`src/rtl/serial_subtractor.sv`:
```
// Bit-serial subtractor: one operand bit per clock, LSB first, one borrow flip-flop.
// Define SERIAL_SUB_OVERFLOW_EN to add the signed Overflow output.
module serial_subtractor #(
  parameter int WIDTH = 8
) (
  input  logic             clk,
  input  logic             reset,
  input  logic             start,
  input  logic [WIDTH-1:0] A,
  input  logic [WIDTH-1:0] B,
  output logic             busy,
  output logic             done,
  output logic [WIDTH-1:0] Diff,
  output logic             Borrow_out
`ifdef SERIAL_SUB_OVERFLOW_EN
  ,
  output logic             Overflow
`endif
);

  localparam int CW = (WIDTH > 1) ? $clog2(WIDTH) : 1;

  typedef enum logic [1:0] {IDLE, RUN, DONE} state_t;

  state_t           state, state_next;
  logic [WIDTH-1:0] a_sh, b_sh, res_sh, res_next;
  logic [CW-1:0]    cnt;
  logic             borrow, diff_bit, borrow_next;
  logic             load, last_bit;
`ifdef SERIAL_SUB_OVERFLOW_EN
  logic             a_msb, b_msb;
`endif

  assign busy     = (state == RUN);
  assign done     = (state == DONE);
  assign load     = (state != RUN) && start;
  assign last_bit = (state == RUN) && (cnt == CW'(WIDTH - 1));

  assign diff_bit    = a_sh[0] ^ b_sh[0] ^ borrow;
  assign borrow_next = (~a_sh[0] & b_sh[0]) | (~(a_sh[0] ^ b_sh[0]) & borrow);

  // Result bits enter at the MSB so that after WIDTH shifts bit 0 sits at the LSB.
  always_comb begin
    res_next            = res_sh >> 1;
    res_next[WIDTH-1]   = diff_bit;
  end

  always_ff @(posedge clk) begin
    if (reset) state <= IDLE;
    else       state <= state_next;
  end

  always_comb begin
    state_next = state;
    case (state)
      IDLE:    if (start) state_next = RUN;
      RUN:     if (last_bit) state_next = DONE;
      DONE:    state_next = start ? RUN : IDLE;
      default: state_next = IDLE;
    endcase
  end

  always_ff @(posedge clk) begin
    if (reset) begin
      a_sh       <= '0;
      b_sh       <= '0;
      res_sh     <= '0;
      cnt        <= '0;
      borrow     <= 1'b0;
      Diff       <= '0;
      Borrow_out <= 1'b0;
`ifdef SERIAL_SUB_OVERFLOW_EN
      a_msb      <= 1'b0;
      b_msb      <= 1'b0;
      Overflow   <= 1'b0;
`endif
    end else if (load) begin
      a_sh   <= A;
      b_sh   <= B;
      res_sh <= '0;
      cnt    <= '0;
      borrow <= 1'b0;
`ifdef SERIAL_SUB_OVERFLOW_EN
      // Operand sign bits are shifted out during RUN, so keep them for the overflow test.
      a_msb  <= A[WIDTH-1];
      b_msb  <= B[WIDTH-1];
`endif
    end else if (state == RUN) begin
      a_sh   <= a_sh >> 1;
      b_sh   <= b_sh >> 1;
      res_sh <= res_next;
      borrow <= borrow_next;
      cnt    <= cnt + CW'(1);
      if (last_bit) begin
        Diff       <= res_next;
        Borrow_out <= borrow_next;
`ifdef SERIAL_SUB_OVERFLOW_EN
        Overflow   <= (a_msb != b_msb) && (diff_bit != a_msb);
`endif
      end
    end
  end

endmodule

```
`config.mk`:
```
export PLATFORM = sky130hd
export DESIGN_NAME = serial_subtractor
export DESIGN_NICKNAME = d
export VERILOG_FILES = /design/src/rtl/serial_subtractor.sv
export SDC_FILE = /design/constraint.sdc
export NUM_CORES = 1
export LEC_CHECK = 0
export CORE_MARGIN = 2
export CORE_UTILIZATION = 57
export CTS_BUF_LIST = sky130_fd_sc_hd__clkbuf_2 sky130_fd_sc_hd__clkbuf_4 sky130_fd_sc_hd__clkbuf_8
export CTS_CLUSTER_DIAMETER = 80
export DETAILED_ROUTE_END_ITERATION = 8
export PLACE_DENSITY = 0.87
export SLEW_MARGIN = 20
export SYNTH_ARGS = -nofsm -noshare
export SYNTH_HDL_FRONTEND = slang
export SYNTH_SLANG_ARGS = --single-unit
```
`constraint.sdc`:
```
create_clock -name clk -period 2.3 [get_ports clk]
set_clock_uncertainty 0.2 [all_clocks]
set_input_delay 0.575 -clock clk [delete_from_list [all_inputs] [get_ports clk]]
set_output_delay 0.575 -clock clk [all_outputs]
set_load 0.1 [all_outputs]
```
Yosys cells after proc, flatten, opt, wreduce, memory -nomap -nowiden
Cells that the tools add are included.
{ "totals": {"ff_bits": 39, "in_bits": 19} }
{ "classes": {"n_addsub": 1, "n_eq_ne": 6, "muxes": 8, "bitwise_logic": 8, "reduce_logical": 7} }
{ "ops": {"columns": ["op", "count"], "rows": [
  ["$mux W8", 4],
  ["$pmux W2 S3", 1],
  ["$mux W2", 2],
  ["$ne A2 B1 Y1 const B", 2],
  ["$add A3 B1 Y3 const B", 1],
  ["$eq A3 B3 Y1 const B", 1],
  ["$not A1 Y1", 3],
  ["$reduce_and A3 Y1", 1],
  ["$and A1 B1 Y1", 2],
  ["$eq A2 B1 Y1 const B", 1],
  ["$eq A2 B2 Y1 const B", 1],
  ["$logic_and A1 B1 Y1", 2],
  ["$logic_not A2 Y1", 1],
  ["$ne A2 B2 Y1 const B", 1],
  ["$reduce_and A2 Y1", 1],
  ["$reduce_bool A2 Y1", 1],
  ["$reduce_or A2 Y1", 1],
  ["$xor A1 B1 Y1", 2],
  ["$mux W1", 1],
  ["$or A1 B1 Y1", 1]
]} }

Longest topological paths before layout
{ "depth": {"word_depth": 4, "depth_mapped": 6, "mapped_depth_nobuf": 5} }

Worst setup path before layout
Ideal clock, no wire load.
{ "synth_path": {"path_kind": "register to output", "from": "register state[1]", "to": "output port done", "t_arrival_ps": 1677, "required_ps": 1525, "setup_slack_ps": -152, "path_stages_with_launch": 2, "n_path_buf": 0, "path_cell_list": "dfxtp_1 -> nor2b_1"} }
{ "synth_between": {"elab_chain_cells": 1} }
{ "synth_lines": {"columns": ["element", "line", "rtl"], "rows": [
  ["from (decl)", "25", "state_t state, state_next;"],
  ["from (signal assigned)", "50", "else state <= state_next;"],
  ["$eq A2 B2 Y1", "35", "assign done = (state == DONE);"],
  ["to (decl)", "12", "output logic done,"]
]} }
Every way passes these cells.

Worst setup path after layout
{ "layout_path": {"from": "register state[1]", "to": "output port busy"} }
{ "layout_between": {"elab_chain_cells": 1} }
{ "layout_lines": {"columns": ["element", "line", "rtl"], "rows": [
  ["$eq A2 B1 Y1", "34", "assign busy = (state == RUN);"],
  ["to (decl)", "11", "output logic busy,"]
]} }
Every way passes these cells.

==> flow_summary.toml <==
[floorplan]
die_w_um = 57.46
placementRows = 19
die_y_um = 57.46
die_area_um2 = 3302
start_util_pct = 59.59
core-area_um2 = 2734
pin_count = 30

[critical_path]
cp_max_fo = 15
r2r-start = "state[1]"
timing.rr.end = "cnt[2]"
r2r_slack_ns = 0.54
worstPathRequired_ns = 1.52
path_class = "flop to output port"
endpoint_kind = "output port"
cp.arrival_ns = 1.34
cp-start-kind = "flop"
r2r_cells = 4

[global_routing]
antenna_found_initial = 0
grt_max_degree = 40
grt_overflow = 0
grt_pass1_wl_um = 5416
grt_pass1_vias = 1259
track_usage_pct = 21.64

[yosys]
synthTopCellsByArea = "dfxtp_1, a211oi_2, mux2i_1, nand2_1, a21oi_1"
netlist_area_um2 = 1629
yosysWarnings = 0
synthesis.nets = 190
synth-seq-cells = 38
synth.avg_cell_area_um2 = 9.697
synth_top_area_share_pct = 46.70
ys_types = 22
synthCells = 168
synth_top_area_cell = "dfxtp_1"
yosysSeqAreaShare_pct = 46.70

[layout]
drive_above_1_share_pct = 21.21
syn_to_final_growth_pct = 21.27
antenna_cells = 0
final_core_util_pct = 72.27
fillers = 206
seqCellArea_um2 = 760.7
fin_nets = 219
multi_input_area_um2 = 753.2

[run_status]
status = "finished clean"

[drt]
wirelength_um = 3247
first_iter_violations = 28
wl_per_cell_um = 14.18
route.detailed.drc = 0
postRouteAntennaNets = 0
vias = 1252
via_per_inst = 5.467
dr.pass1.iters = 4

[cts]
postCtsSetupBuffers = 0
clockBufferDepth = 2
numCtsBuffers = 5
clockRootBuffer = "clkbuf_4"
ctsResizeCount = 0
cts-hold-fix-buffers = 0
clk_pin_slew_ns = 0.11
worst_skew_pair.late_latency_ns = 0.35
cts_tree = "yes"
cts_sinks = 38
h-tree-depth = 2

[timing]
tightest_slew_ns = 0.4425
slew_violations = 0
layout_setup_ws_ns = 0.1826
fin_setup_tns_ns = 0
fin_crit_ns = 2.117
rsz0062_at_grt = "no"
min_period_over_period_pct = 92.06
hold_slack_ns = 0.2622
slew_headroom_pct = 70.50
setup-violations-final = 0
timing.fmax_mhz = 472.3
finalHoldViolations = 0

[power]
power_density_nw_per_um2 = 694.0
p_total_uw = 1371
power_leakage_uw = 0.0007829
ir_drop_uv = 667.1

[job]
cap_violations = 0

[min_path]
hold_path_end = "Diff[2]"
hold_path_class = "flop to flop"
holdPathStages = 2
hold_start = "Diff[2]"

[placement]
io_buffer_count = 29
place.gp.congestion = 0.7002
dp_hpwl_um = 2159
dpl_worst_slack_ns = 0.2298
## final cells by class
class / instances / share of cell area (%)
Tap cell: 31 / 1.963
Clock buffer: 7 / 2.660
Multi-Input combinational cell: 114 / 38.13
Sequential cell: 38 / 38.51
Clock inverter: 1 / 1.520
Inverter: 4 / 0.7600
Timing Repair Buffer: 34 / 16.47
## Yosys cell counts
master / instances
dfxtp_1: 38
nand2_1: 34
nor2_1: 19
a21oi_1: 17
mux2i_1: 16
a211oi_2: 15
buf_6: 6
buf_2: 4
inv_1: 3
buf_4: 2
ha_1: 2
nor3_1: 2
a211oi_1: 1
a21o_1: 1
a2bb2oi_1: 1
and3b_1: 1
fa_1: 1
inv_2: 1
nand2b_2: 1
nand3b_1: 1
nor2b_1: 1
xnor2_1: 1
## where the power goes
| part | internal (uW) | switching [uW] | total, uW |
|---|---|---|---|
| combinational | 88.5 | 102 | 191 |
| sequential | 689 | 18.9 | 708 |
| clock | 254 | 219 | 473 |
## routing by layer
layer / share of wire [%] / vias up / GRT usage [%]
met5: 0 / - / 0
met4: 3.1 / 0 / 9.302
met3: 4.2 / 11 / 7.256
met2: 51 / 34 / 38.47
met1: 42 / 582 / 23.14
li1: - / 625 / -
## worst max-delay path by stage
stage | startpoint | to | slack (ns)
floorplan | state[1] | done | 0.37
global placement | start | b_sh[5] | 0.28
detailed placement | start | a_sh[6] | 0.23
CTS | state[1] | busy | 0.17
global route | state[0] | busy | 0.08
finish | state[1] | busy | 0.18
## placed cells by master (no fill, tap or decap), types with 2 or more instances in the layout
master            n
nor3_1            2
nor2_1           19
a211oi_2         15
clkdlybuf4s50_1  18
buf_4            14
dfxtp_1          38
inv_1             3
ha_1              2
mux2i_1          16
buf_12            2
a21oi_1          17
nand2_1          34
clkbuf_4          7
## worst max-delay path, cell delays in order, from the launching register on
cell	delay, ns
dfxtp_1	0.34
nand2b_2	0.19
inv_2	0.24
buf_12	0.22
## state kept, by name, summed over array words and instances (netlist names)
signal	cells
res_sh	7
a_sh	8
borrow	1
b_sh	8
Diff	8
cnt	3
state	2
Borrow_out	1
## through the flow
step	std cells	instance area, um2
after floorplan	168	1632
after global placement	221	1893
after detailed placement	221	1893
after CTS	229	1976
after global routing	229	1976
final	229	1976
## logic make-up after synthesis
group	share of synthesized area [%]
simple gates	14.75
flops	46.70
buf+inv	7.219
fa+ha+maj	2.765
mux	9.831
xor+xnor	0.5377
compound gates	18.20
Power figures use the tool's default switching activity.
==> variant 1, RTL diff (same flow settings) <==
Add an input register stage for `start`, without a reset; this delays it by one clock. The other inputs are not delayed to match.
--- a/src/rtl/serial_subtractor.sv
+++ b/src/rtl/serial_subtractor.sv
@@ -22,6 +22,12 @@
 
   typedef enum logic [1:0] {IDLE, RUN, DONE} state_t;
 
+  logic start_q;
+
+  always_ff @(posedge clk) begin
+    start_q <= start;
+  end
+
   state_t           state, state_next;
   logic [WIDTH-1:0] a_sh, b_sh, res_sh, res_next;
   logic [CW-1:0]    cnt;
@@ -33,7 +39,7 @@
 
   assign busy     = (state == RUN);
   assign done     = (state == DONE);
-  assign load     = (state != RUN) && start;
+  assign load     = (state != RUN) && start_q;
   assign last_bit = (state == RUN) && (cnt == CW'(WIDTH - 1));
 
   assign diff_bit    = a_sh[0] ^ b_sh[0] ^ borrow;
@@ -53,9 +59,9 @@
   always_comb begin
     state_next = state;
     case (state)
-      IDLE:    if (start) state_next = RUN;
+      IDLE:    if (start_q) state_next = RUN;
       RUN:     if (last_bit) state_next = DONE;
-      DONE:    state_next = start ? RUN : IDLE;
+      DONE:    state_next = start_q ? RUN : IDLE;
       default: state_next = IDLE;
     endcase
   end
Formal check against the unedited RTL: not equivalent (Yosys sat finds a counterexample within 4 cycles, from zero or initial values and one cycle with reset high).
==> variant 1 against the unedited design <==
Design area down 0.70%. Highest routed layer unchanged. Register-to-register slack better by 0.02 ns. Sequential share of layout area rose by 1.3 points. Sequential cell count grew 1. Synthesized area is 1.2% higher. Power down 7.8%. Worst setup slack better by 0.0038 ns. Sequential power increased by 2%. Routed wire length is 10% lower.
==> variant 1: results (changes against the unedited design) <==
outcome: "completed"
ys_types: 22  # unchanged
pg_comb_uw: 187  # -2%
hold_depth: 2  # unchanged
reg2reg_depth: 4  # unchanged
cts.path.max_buffers: 2  # unchanged
portBuffers: 29  # unchanged
finalWeightedCongestion: 0.748  # +6.8%
n_fill_cell: 229  # +11%
insertedDiodeCount: 0  # unchanged
yosys-top-cells-count: "dfxtp_1, nand2_1, nor2_1"
top_regs: "Diff: 8 flops, a_sh: 8 flops, b_sh: 8 flops"
arrival_ns: 1.34  # about the same
cp_top_family: "buffers and inverters"
p_leak_nw: 0.774  # -1.1%
ff2ff_setup_slack_ns: 0.56  # +0.02 ns
cts_buffers: 5  # unchanged
r2r-start: "state[1]"
instances_no_fill: 228  # -0.44%
drive_gt1_share_pct: 20.3  # -0.91 points
grtUsageTotal_pct: 20.1  # -1.5 points
dp_cells: 221  # unchanged
postCtsSetupRepairBufs: 0  # unchanged
min-delay-start: "Diff[5]"
clk_pin_slew_ns: 0.11  # about the same
min_path_type: "flop to flop"
p_int_uw: 936  # -9.3%
hold_end: "Diff[5]"
slowest_delay_ns: 0.34  # about the same
syn_nets: 191  # +0.53%
p_clk_uw: 352  # -26%
r2r_end: "borrow"
ys_seq_area_share_pct: 47.3  # +0.65 points
synth_area_per_cell_sq_um: 9.76  # +0.63%
grt_pass1_wl_mm: 5.13  # -5.2%
synth_area_leaders: "dfxtp_1, a211oi_2, mux2i_1"
post_cts_resized: 0  # unchanged
cp_max_fo: 15  # unchanged
grt_max_degree: 40  # unchanged
drt_iter0_markers: 37  # +32%
cts_root_buffer: "clkbuf_4"
tightestPinTransition_ns: 0.441  # -0.00135 ns
dpl.hpwl_mm: 2.17  # +0.52%
drtPass1Iterations: 5  # +1
vias: 1227  # -2.0%
wl_per_cell_um: 12.8  # -10%
antenna_found_initial: 0  # unchanged
async_reset_ff_share_pct: 0  # unchanged
cp_slowest_cell: "dfxtp_1"
h-tree-depth: 2  # unchanged
drcViolationCount: 0  # unchanged
clock_latency_ns: 0.35  # about the same
vdd_drop_max_mv: 0.612  # -8.2%
grt_pass1_vias: 1252  # -0.56%
synth_warnings: 0  # unchanged
==> variant 1: changes by cell type after synthesis, sizes merged <==
cell / unedited run / this run
dfxtp: 38 / 39
==> variant 1: metrics by stage <==
step	cell area (sq um)	total power [mW]	setup WS (ns)	hold slack (ns)	utilization, %
after detailed placement	1910	0.929	0.430	0.249	69.1
after global routing	1960	1.33	0.103	0.287	71.1
after CTS	1960	1.28	0.165	0.264	71.1
after floorplan	1650	0.880	0.374	0.232	-
final	1960	1.26	0.186	0.261	71.1
after global placement	1910	0.918	0.497	0.243	69.1
==> variant 1: worst max path at each step <==
stage | slack, ns | endpoint | startpoint
global placement | 0.50 | borrow | reset
finish | 0.19 | busy | state[1]
global route | 0.10 | busy | state[1]
floorplan | 0.37 | done | state[1]
detailed placement | 0.43 | borrow | reset
CTS | 0.17 | busy | state[1]
==> variant 1: layout make-up <==
type                            count  area, sq um  area share, %
Timing Repair Buffer               33          318           16.2
Clock inverter                      1         5.00          0.255
Tap cell                           31         38.8           1.98
Inverter                            4         15.0          0.765
Clock buffer                        6         51.3           2.61
Sequential cell                    39          781           39.8
Multi-Input combinational cell    114          753           38.4
==> variant 1: cells by family (layout without fill, tap and decap cells) <==
logic type	Yosys count	in the layout	share of synthesized area, %
flops	39	39	47.3
xor+xnor	1	1	0.531
simple gates	59	59	14.6
buf+inv	16	44	7.13
compound gates	35	35	18.0
mux	16	16	9.71
fa+ha+maj	3	3	2.73
==> variant 1: metal layers <==
| layer | vias up | share of wire (%) | GRT usage [%] |
|---|---|---|---|
| met5 | - | 0 | 0 |
| met4 | 0 | 1.6 | 8.64 |
| met3 | 7 | 4.5 | 6.03 |
| met2 | 28 | 53 | 39.0 |
| met1 | 566 | 41 | 19.3 |
| li1 | 626 | - | - |
==> variant 2, RTL diff (config.mk and constraints unchanged) <==
Without the edit above. Add a define of `SERIAL_SUB_OVERFLOW_EN`.
--- a/src/rtl/serial_subtractor.sv
+++ b/src/rtl/serial_subtractor.sv
@@ -1,5 +1,7 @@
 // Bit-serial subtractor: one operand bit per clock, LSB first, one borrow flip-flop.
 // Define SERIAL_SUB_OVERFLOW_EN to add the signed Overflow output.
+`define SERIAL_SUB_OVERFLOW_EN
+
 module serial_subtractor #(
   parameter int WIDTH = 8
 ) (
Check against the original RTL (old outputs only; new: Overflow): equivalent (equiv_simple and equiv_induct, registers matched by name and starting in step).
==> variant 2 against the unedited design <==
Routed wire length down 0.28%. Sequential cell count up 3. Design area up 3.0%. Non-clock buffer count unchanged. Global-route usage up 0.24 points. Largest cell class unchanged. Fmax down 2.5%. Count of clock-buffer cells in the layout down 1. Synthesized area up 1.1%. Clock power up 3%. Worst setup slack worse by 0.054 ns. Power up 4.5%. Sequential power up 7.8%.
==> variant 2: results (changes against the unedited design) <==
finalInstanceArea_sq_um: 2040  # +3.0%
synth_area_per_cell_sq_um: 9.05  # -6.7%
tightestPinTransition_ns: 0.384  # -0.0588 ns
syn_nets: 204  # +7.4%
dpl.hpwl_mm: 2.30  # +6.7%
slowest_delay_ns: 0.43  # +0.09 ns
ys_types: 26  # +18%
vias: 1367  # +9.2%
grt_pass1_vias: 1293  # +2.7%
grt_pass1_wl_mm: 5.61  # +3.6%
drt_iter0_markers: 39  # +39%
grtUsageTotal_pct: 21.9  # +0.24 points
avgViaCountPerCell: 5.65  # +3.3%
cp_slowest_cell: "dfxtp_1"
clock_latency_ns: 0.35  # about the same
top_regs: "Diff: 8 flops, a_sh: 8 flops, b_sh: 8 flops"
place_area_sq_um: 1950  # +2.8%
routed_wl_mm: 3.24  # -0.28%
grt_max_degree: 42  # +5.0%
synth_area_leaders: "dfxtp_1, mux2i_1, nand2_1"
cp_max_fo: 17  # +2
layout.nets: 232  # +5.9%
p_leak_nw: 0.808  # +3.2%
cts_buffers: 5  # unchanged
vdd_drop_max_mv: 0.621  # -6.9%
arrival_ns: 1.40  # +0.06 ns
drtPass1Iterations: 4  # unchanged
outcome: "completed"
finalWeightedCongestion: 0.825  # +18%
synth_warnings: 0  # unchanged
antenna_found_initial: 0  # unchanged
cts.path.max_buffers: 2  # unchanged
yosys-top-cells-count: "dfxtp_1, nand2_1, nor2_1"
insertedDiodeCount: 0  # unchanged
post_cts_resized: 0  # unchanged
cp_top_family: "buffers and inverters"
drive_gt1_share_pct: 12.3  # -8.9 points
ys_seq_area_share_pct: 49.8  # +3.2 points
portBuffers: 30  # +3.4%
[variant 2: changes by cell type in the layout (fill, tap and decap cells not counted), sizes merged]
cell / delta
nand3: +2
a311oi: +1
o22a: +1
nand3b: +1
nor2: +1
clkbuf: -1
dfxtp: +3
a2bb2oi: -1
or3b: +1
a21oi: +2
o21ai: +2
clkinvlp: +1
[variant 2: through the flow]
step,power (mW),util [%],setup slack [ns]
5_1_grt,1.49,73.8,0.0722
2_1_floorplan,0.897,-,0.374
6_report,1.43,73.8,0.129
4_1_cts,1.44,73.8,0.147
3_5_place_dp,0.957,70.6,0.259
3_3_place_gp,0.948,70.6,0.307
[variant 2: power breakdown]
part | internal [mW] | switching, mW | total (mW)
sequential | 0.743 | 0.0200 | 0.763
clock | 0.258 | 0.230 | 0.489
combinational | 0.0841 | 0.0967 | 0.181
total | 1.09 | 0.347 | 1.43
[variant 2: area by class of cell]
| type | instances | area [sq um] |
|---|---|---|
| clock buffer | 6 | 51.3 |
| clock inverter | 2 | 37.5 |
| tap | 31 | 38.8 |
| sequential | 41 | 821 |
| fill | 211 | 722 |
| timing repair buffer | 34 | 338 |
| inverter | 4 | 15.0 |
| multi-input combinational | 124 | 734 |
[variant 2: path summary, 6_finish.rpt]
path	from	end	slack (ns)	depth (start not counted)
worst min-delay path	res_sh[1]	Diff[0]	0.26	2
worst min register to register	res_sh[1]	Diff[0]	0.26	2
worst max register to register	b_sh[0]	Overflow	0.46	4
worst max-delay path	state[0]	busy	0.13	3
[variant 2: kinds of logic (layout without fill, tap and decap cells)]
| logic type | Yosys count | in the layout | synth area share (%) |
|---|---|---|---|
| XOR/XNOR | 1 | 1 | 0.532 |
| multiplexers | 16 | 16 | 9.73 |
| AO/OA/AOI/OAI | 40 | 40 | 15.2 |
| adder cells (fa/ha/maj) | 3 | 3 | 2.74 |
| AND/OR/NAND/NOR | 64 | 64 | 16.3 |
| buffers and inverters | 17 | 46 | 5.70 |
| flip-flops | 41 | 41 | 49.8 |
[variant 2: worst register-to-register path, cell delays in order, from the launching register on]
cell      delay, ns
dfxtp_1        0.37
inv_1          0.07
fa_1           0.52
or3b_1         0.37
a311oi_1       0.24
[variant 2: metal layers]
layer	wire length, um	global-route usage, %	vias up
li1	-	-	683
met1	1450	25.5	646
met3	117	4.02	10
met5	0	0	-
met4	87	11.0	0
met2	1580	38.3	28
